==> src/rtl/mem_access_controller.sv <==
// Bus-initiator for a synchronous 1-cycle-latency single-port memory: single-word
// writes, incrementing burst reads, bounds checking and a valid/ready response channel.
module mem_access_controller #(
    parameter int ADDR_WIDTH = 16,
    parameter int DATA_WIDTH = 16,
    parameter int MEM_DEPTH  = 16384,
    parameter int LEN_WIDTH  = 4
) (
    input  logic                  clk,
    input  logic                  reset,
    input  logic                  req_valid,
    output logic                  req_ready,
    input  logic                  req_write,
    input  logic [ADDR_WIDTH-1:0] req_addr,
    input  logic [LEN_WIDTH-1:0]  req_len,
    input  logic [DATA_WIDTH-1:0] req_wdata,
    output logic                  resp_valid,
    input  logic                  resp_ready,
    output logic [DATA_WIDTH-1:0] resp_data,
    output logic                  resp_last,
    output logic                  resp_err,
    output logic                  busy,
    output logic [ADDR_WIDTH-1:0] mem_addr,
    output logic [DATA_WIDTH-1:0] mem_wdata,
    output logic                  mem_we,
    input  logic [DATA_WIDTH-1:0] mem_rdata
);

    typedef enum logic [2:0] {IDLE, RD_ISSUE, RD_WAIT, RD_RESP, WR_RESP} state_t;

    // One extra bit so a depth equal to the full address space still compares correctly.
    localparam logic [ADDR_WIDTH:0] DEPTH = (ADDR_WIDTH+1)'(MEM_DEPTH);

    state_t                state_q, state_d;
    logic [ADDR_WIDTH-1:0] addr_q, addr_d;
    logic [LEN_WIDTH-1:0]  cnt_q, cnt_d;
    logic [ADDR_WIDTH-1:0] mem_addr_q, mem_addr_d;
    logic [DATA_WIDTH-1:0] mem_wdata_q, mem_wdata_d;
    logic                  mem_we_q, mem_we_d;
    logic                  resp_valid_q, resp_valid_d;
    logic [DATA_WIDTH-1:0] resp_data_q, resp_data_d;
    logic                  resp_last_q, resp_last_d;
    logic                  resp_err_q, resp_err_d;

    function automatic logic out_of_range(input logic [ADDR_WIDTH-1:0] a);
        return {1'b0, a} >= DEPTH;
    endfunction

    always_comb begin
        // NOTE: every _d takes its _q value first, so no path through the case leaves
        // a signal unassigned and no latch is inferred.
        state_d      = state_q;
        addr_d       = addr_q;
        cnt_d        = cnt_q;
        mem_addr_d   = mem_addr_q;
        mem_wdata_d  = mem_wdata_q;
        mem_we_d     = mem_we_q;
        resp_valid_d = resp_valid_q;
        resp_data_d  = resp_data_q;
        resp_last_d  = resp_last_q;
        resp_err_d   = resp_err_q;

        case (state_q)
            IDLE: begin
                if (req_valid && req_ready) begin
                    addr_d = req_addr;
                    cnt_d  = req_len;
                    if (req_write) begin
                        if (!out_of_range(req_addr)) begin
                            mem_addr_d  = req_addr;
                            mem_wdata_d = req_wdata;
                            mem_we_d    = 1'b1;
                        end
                        state_d = WR_RESP;
                    end else begin
                        mem_addr_d = req_addr;
                        mem_we_d   = 1'b0;
                        state_d    = RD_ISSUE;
                    end
                end
            end
            RD_ISSUE: state_d = RD_WAIT;
            RD_WAIT: begin
                resp_valid_d = 1'b1;
                resp_last_d  = (cnt_q == '0);
                resp_err_d   = out_of_range(addr_q);
                resp_data_d  = out_of_range(addr_q) ? '0 : mem_rdata;
                state_d      = RD_RESP;
            end
            RD_RESP: begin
                if (resp_ready) begin
                    resp_valid_d = 1'b0;
                    if (resp_last_q) begin
                        state_d = IDLE;
                    end else begin
                        addr_d     = addr_q + 1'b1;
                        cnt_d      = cnt_q - 1'b1;
                        mem_addr_d = addr_q + 1'b1;
                        state_d    = RD_ISSUE;
                    end
                end
            end
            WR_RESP: begin
                // The memory has already sampled the write on entry; the ack follows.
                mem_we_d = 1'b0;
                if (!resp_valid_q) begin
                    resp_valid_d = 1'b1;
                    resp_last_d  = 1'b1;
                    resp_data_d  = '0;
                    resp_err_d   = out_of_range(addr_q);
                end else if (resp_ready) begin
                    resp_valid_d = 1'b0;
                    state_d      = IDLE;
                end
            end
            default: state_d = IDLE;
        endcase
    end

    // NOTE: state registers use non-blocking assignment so every flop samples the
    // pre-edge values of the others, independent of statement order.
    always_ff @(posedge clk) begin
        if (reset) begin
            state_q      <= IDLE;
            addr_q       <= '0;
            cnt_q        <= '0;
            mem_addr_q   <= '0;
            mem_wdata_q  <= '0;
            mem_we_q     <= 1'b0;
            resp_valid_q <= 1'b0;
            resp_data_q  <= '0;
            resp_last_q  <= 1'b0;
            resp_err_q   <= 1'b0;
        end else begin
            state_q      <= state_d;
            addr_q       <= addr_d;
            cnt_q        <= cnt_d;
            mem_addr_q   <= mem_addr_d;
            mem_wdata_q  <= mem_wdata_d;
            mem_we_q     <= mem_we_d;
            resp_valid_q <= resp_valid_d;
            resp_data_q  <= resp_data_d;
            resp_last_q  <= resp_last_d;
            resp_err_q   <= resp_err_d;
        end
    end

    assign req_ready  = (state_q == IDLE) && !reset;
    assign busy       = (state_q != IDLE);
    assign mem_addr   = mem_addr_q;
    assign mem_wdata  = mem_wdata_q;
    assign mem_we     = mem_we_q;
    assign resp_valid = resp_valid_q;
    assign resp_data  = resp_data_q;
    assign resp_last  = resp_last_q;
    assign resp_err   = resp_err_q;

endmodule

==> config.mk <==
export PLATFORM = sky130hd
export DESIGN_NAME = mem_access_controller
export DESIGN_NICKNAME = d
export VERILOG_FILES = /design/src/rtl/mem_access_controller.sv
export SDC_FILE = /design/constraint.sdc
export NUM_CORES = 1
export LEC_CHECK = 0
export CORE_UTILIZATION = 42
export DETAILED_ROUTE_END_ITERATION = 8
export GPL_TIMING_DRIVEN = 0
export PLACE_DENSITY = 0.75
export RECOVER_POWER = 25
export SETUP_SLACK_MARGIN = 0.4
export SYNTH_ARGS = -nofsm -noshare
export SYNTH_HDL_FRONTEND = slang
export SYNTH_SLANG_ARGS = --single-unit
==> constraint.sdc <==
create_clock -name clk -period 1.64 [get_ports clk]
set_input_delay 0.492 -clock clk [delete_from_list [all_inputs] [get_ports clk]]
set_output_delay 0.492 -clock clk [all_outputs]
set_load 0.01 [all_outputs]
**Word level (Yosys, flattened, before mapping)**

Index checks and enable logic that the tools add are counted.

- Equality and inequality tests: 11
- Magnitude comparators: 2
- Bitwise operators: 1
- Reductions and logical operators: 17
- Multiplexer cells: 34
- $add $sub $neg: 2

Operators by type and width:

| kind | count |
|---|---|
| 16-bit two-way mux | 8 |
| 16-bit case mux with 2 select lines | 3 |
| 16-bit by 15-bit >= comparator with 1-bit output, second input constant | 2 |
| 16-bit by 1-bit adder with 16-bit output, second input constant | 1 |
| 3-bit two-way mux | 5 |
| 3-bit case mux with 5 select lines | 1 |
| 4-bit two-way mux | 3 |
| 2-bit != test, second input constant | 6 |
| 4-bit AND reduction | 3 |
| 1-bit two-way mux | 9 |
| 4-bit case mux with 2 select lines | 1 |
| 3-bit by 2-bit == test with 1-bit output, second input constant | 2 |
| 1-bit case mux with 2 select lines | 3 |
| 2-bit nonzero test | 3 |
| 3-bit nonzero test | 2 |
| 5-bit AND reduction | 1 |
| 4-bit logical NOT | 1 |
| 2-bit AND reduction | 2 |
| 4-bit by 1-bit subtractor with 4-bit output, second input constant | 1 |
| 3-bit by 1-bit == test with 1-bit output, second input constant | 1 |
| 3-bit == test, second input constant | 1 |
| 3-bit logical NOT | 1 |
| 3-bit != test, second input constant | 1 |
| 1-bit case mux with 3 select lines | 1 |
| other kinds (4) | 5 |

- Bits of input ports: 57
- Word-level logic and storage cells: 77
- Bits in registers: 75
- Output and inout bits: 54

**Depth between registers and ports, before layout**

- Word-level depth: 5
- Depth in mapped cells: 7

**Worst setup path before layout**

OpenSTA, ideal clock, no wires.

- Path type: input port to flip-flop
- Start point: input reset
- End point: register mem_wdata_q[10], in the netlist mem_wdata[10]
- Path buffers: 2
- Slack: -187 ps
- Stages on the path: 6
- Arrival time: 1699 ps
- Required time: 1512 ps
- Path through: nor4_4 -> or4b_1 -> buf_4 -> buf_6 -> mux2i_1 -> nor2_1

- Longest elaborated chain between the ends: 4

Ends and longest elaborated chain:

| what | line | text |
|---|---|---|
| from (decl) | 10 | `input logic reset,` |
| 1-bit logical NOT | 148 | `assign req_ready = (state_q == IDLE) && !reset;` |
| 1-bit logical AND | 148 |  |
| 1-bit logical AND | 65 | `if (req_valid && req_ready) begin` |
| 4-bit AND reduction (no source line) | -- |  |
| to (signal assigned) | 139 | `mem_wdata_q <= mem_wdata_d;` |
| to (decl) | 38 | `logic [DATA_WIDTH-1:0] mem_wdata_q, mem_wdata_d;` |

Several ways; a longest one is shown, not always the timed one.
A chain may end at the register's enable or synchronous reset.

**Worst setup path after layout**

- Start point: register state_q[2]
- End point: register mem_wdata_q[7], in the netlist mem_wdata[7]

- Longest elaborated chain between the ends: 4

Ends and longest elaborated chain:

| what | line | text |
|---|---|---|
| from (decl) | 34 | `state_t state_q, state_d;` |
| from (signal assigned) | 135 | `state_q <= state_d;` |
| 3-bit logical NOT (*) | 63, 148 |  |
| 1-bit logical AND | 148 |  |
| 1-bit logical AND | 65 |  |
| 4-bit AND reduction (no source line) (*) | -- |  |

Every way passes the cells marked *; elsewhere a longest branch is shown, timed or not.

==> impl_metrics.ini <==
[status]
status = finished with violations
violations = negative setup slack

[clocking]
cts_sinks = 75
cts_max_level = 3
cts_tree = yes
cts_hold_buf = 0
clk_pin_slew_ps = 90
numCtsBuffers = 9
insertion_delay_ps = 380
cts_root_buf = clkbuf_8
cts_buffer_depth = 2

[die]
start_util = 0.441
core-area_um2 = 7850
fp.dieW_um = 92.7
dieArea_um2 = 8600
die_height_um = 92.7
io_pins = 111
num_rows = 32

[logic_synthesis]
yosysTopAreaCell = dfxtp_1
ys_seq_area_frac = 0.434
synthMuxAreaShare = 0.0702
yosys-top-cells-area = dfxtp_1 43%, mux2i_1 6.4%, nand3_1 5.5%
synthesis.area_um2 = 3460
async_flop_share = 0
synth-xor-area-share = 0.00760
synth-simple-area-share = 0.242
synth_nets = 470
syn_inst = 411
synth_top_area_share = 0.434
syn_avg_cell_area_um2 = 8.41
synth_edf_count = 0
synth_compound_area_frac = 0.184
synth_seq_cells = 75
synthFlopType = dfxtp_1
synth_top_family_by_area = simple AND/OR/NAND/NOR gates
synth_cell_type_count = 57
ys_warn_count = 0
synth_adder_area_share = 0.00724

[setup_path]
critPathRequiredTime_ps = 1880
startpoint = state_q[2]$_SDFFE_PP0P_
r2r_start = state_q[2]$_SDFFE_PP0P_
startpoint_type = flip-flop
path_cells = nor4_4, buf_4, or4b_4, buf_6, buf_12, mux2i_1, nor2_1
critPathCaptureType = flip-flop
crit_type = reg2reg
critical-path-max-stage-delay_ps = 470
cp_slowest_cell = or4b_4
arrival_ps = 2300
cp_max_fo = 10

[route]
drc = 0
ant_nets = 0
wl_per_cell_um = 25.3
initialDrtViolationCount = 558
first_pass_iters = 5
vias = 4730
drt-total-wl_um = 18600
routed_via_density = 6.44

[timing]
setup_ws_ps = -419
fmax_ghz = 0.486
fin_crit_sh = 1.26
finalHoldViolations = 0
holdWs_ps = 473
clock_skew_ps = 19.2
tightest_slew_ps = 671
finalCriticalPeriod_ps = 2060
slew_headroom = 0.553
rsz0062_at_grt = true
finalSetupViolations = 73
finalMaxSlewViolations = 0

[power_and_ir_drop]
power.leakage_nw = 2.83
p_per_area_nw_per_um2 = 772
irDropWorstVdd_uv = 615

[placement]
dpl.hpwl_um = 7420
io_buffers = 110
dpl_cell_area_um2 = 4890
gp_congestion = 0.848

[global_route]
antenna_found_initial = 0
grt_start_max_net_pins = 13
grt_overflow = 0
grt_pass1_vias = 4398
track_usage = 0.328
grt_pass1_wl_um = 21700

[job]
cap_violations = 0

[cells_and_area]
layout.area.seq_um2 = 1610
final_nets = 687
drive_gt1_frac = 0.632
utilization = 0.901
n_fill_cell = 300
area_delta_synth_final_pct = 104
antenna_cells = 0
multi_input_area_um2 = 2620
finish.instance_area_um2 = 7070

[min_path]
hold_class = reg2reg
worstHoldStart = resp_data[2]$_SDFFE_PP0P_
## path summary, 6_finish.rpt
check	to	slack [ps]	cells past startpoint
setup / recovery	mem_wdata[7]$_SDFFE_PP0P_	-420	7
hold / removal	resp_data[2]$_SDFFE_PP0P_	470	2
setup reg to reg	mem_wdata[7]$_SDFFE_PP0P_	-420	7
hold reg to reg	resp_data[2]$_SDFFE_PP0P_	470	2
## what timing repair did
action                     CTS  global route
buffers inserted            58            30
cloned                       7             1
resized for setup          454           133
setup endpoints to repair  129           129
pin swaps                   43            42
## layout make-up
cell class                 instances  area share
clock inverter                     5      0.0106
inverter                           9     0.00496
buffer                            33      0.0508
tap                              102      0.0181
clock buffer                      11      0.0214
sequential                        75       0.228
timing repair buffer             205       0.295
multi-input combinational        295       0.371
## cells by family (layout without fill, tap and decap cells)
group                      count (synthesis)  in the layout
DFF                                       75             75
muxes                                     24             24
xor gates and xnor gates                   3              3
AOI/OAI and AO/OA                         97             97
adders and majority gates                  2              2
buffers and inverters                     42            263
and+or+nand+nor                          168            169
## synth_stat cells (2+ instances only)
cell type  count
o211ai_1       2
a31o_2         3
clkbuf_1      12
nand3b_1       2
a311oi_1       4
ha_1           2
buf_2         16
and4_1         2
o41ai_1        7
nand4_1        4
nor2b_1        2
o22ai_1        7
nand3_1       38
buf_1          3
nor3_1         6
a21oi_1       27
a32o_1         2
dfxtp_1       75
a31oi_1        3
or3_1          3
nor3b_1        3
xnor2_1        2
or4_1          5
nand2b_1       6
a211oi_1       5
nand2_1       46
and2_1         2
nor4_1         6
mux2_2         2
o21ai_0       21
mux2i_1       22
o31ai_1        3
o32ai_1        3
inv_1          8
nor2_1        35
## through the flow
stage               instances  setup WS [ps]  TNS, ps  power [mW]
global route              735           -480   -20780        5.56
CTS                       704           -243    -4450        4.92
global placement          623           -848   -51200        2.93
detailed placement        623           -877   -52410        2.95
floorplan                 411           -177    -1890        2.53
finish                    735           -419   -18060        5.45
## cell usage in the layout (no fill, tap or decap), drive strengths merged, types with 4 or more instances in the layout
cell type / instances
a211oi: 6
a21oi: 27
a311oi: 4
buf: 172
clkbuf: 22
clkdlybuf4s50: 52
clkinv: 4
dfxtp: 75
inv: 8
mux2i: 22
nand2: 46
nand2b: 6
nand3: 39
nand4: 4
nor2: 36
nor3: 6
nor4: 7
o21ai: 22
o22ai: 7
o41ai: 7
or4: 5
## report_power, final
| part | leakage [nW] | switching [mW] | total [mW] | internal (mW) |
|---|---|---|---|---|
| registers | 0.643 | 0.135 | 2.07 | 1.94 |
| clock network | 0.119 | 0.800 | 1.73 | 0.934 |
| logic | 2.07 | 0.799 | 1.65 | 0.847 |
| total | 2.83 | 1.73 | 5.45 | 3.72 |
## critical path, delay by kind of cell, from the launching register on
kind          cells  cell delay [ps]
simple gates      3              900
flops             1              380
mux               1              150
buf+inv           3              510
## flip-flops by register name, indices dropped and copies added, names as in the netlist
| register | cells |
|---|---|
| cnt_q | 4 |
| resp_data | 16 |
| resp_err | 1 |
| addr_q | 16 |
| state_q | 3 |
| resp_last | 1 |
| resp_valid | 1 |
| mem_wdata | 16 |
| mem_addr | 16 |
| mem_we | 1 |
## metal layers
| layer | global-route usage | vias to the layer above | wire [µm] |
|---|---|---|---|
| met5 | 0 | - | 0 |
| met4 | 0.164 | 0 | 1040 |
| met3 | 0.0755 | 120 | 1860 |
| met2 | 0.557 | 403 | 8830 |
| met1 | 0.385 | 2278 | 6830 |
| li1 | - | 1929 | - |
Note: power is estimated with default switching activity, not from simulation.
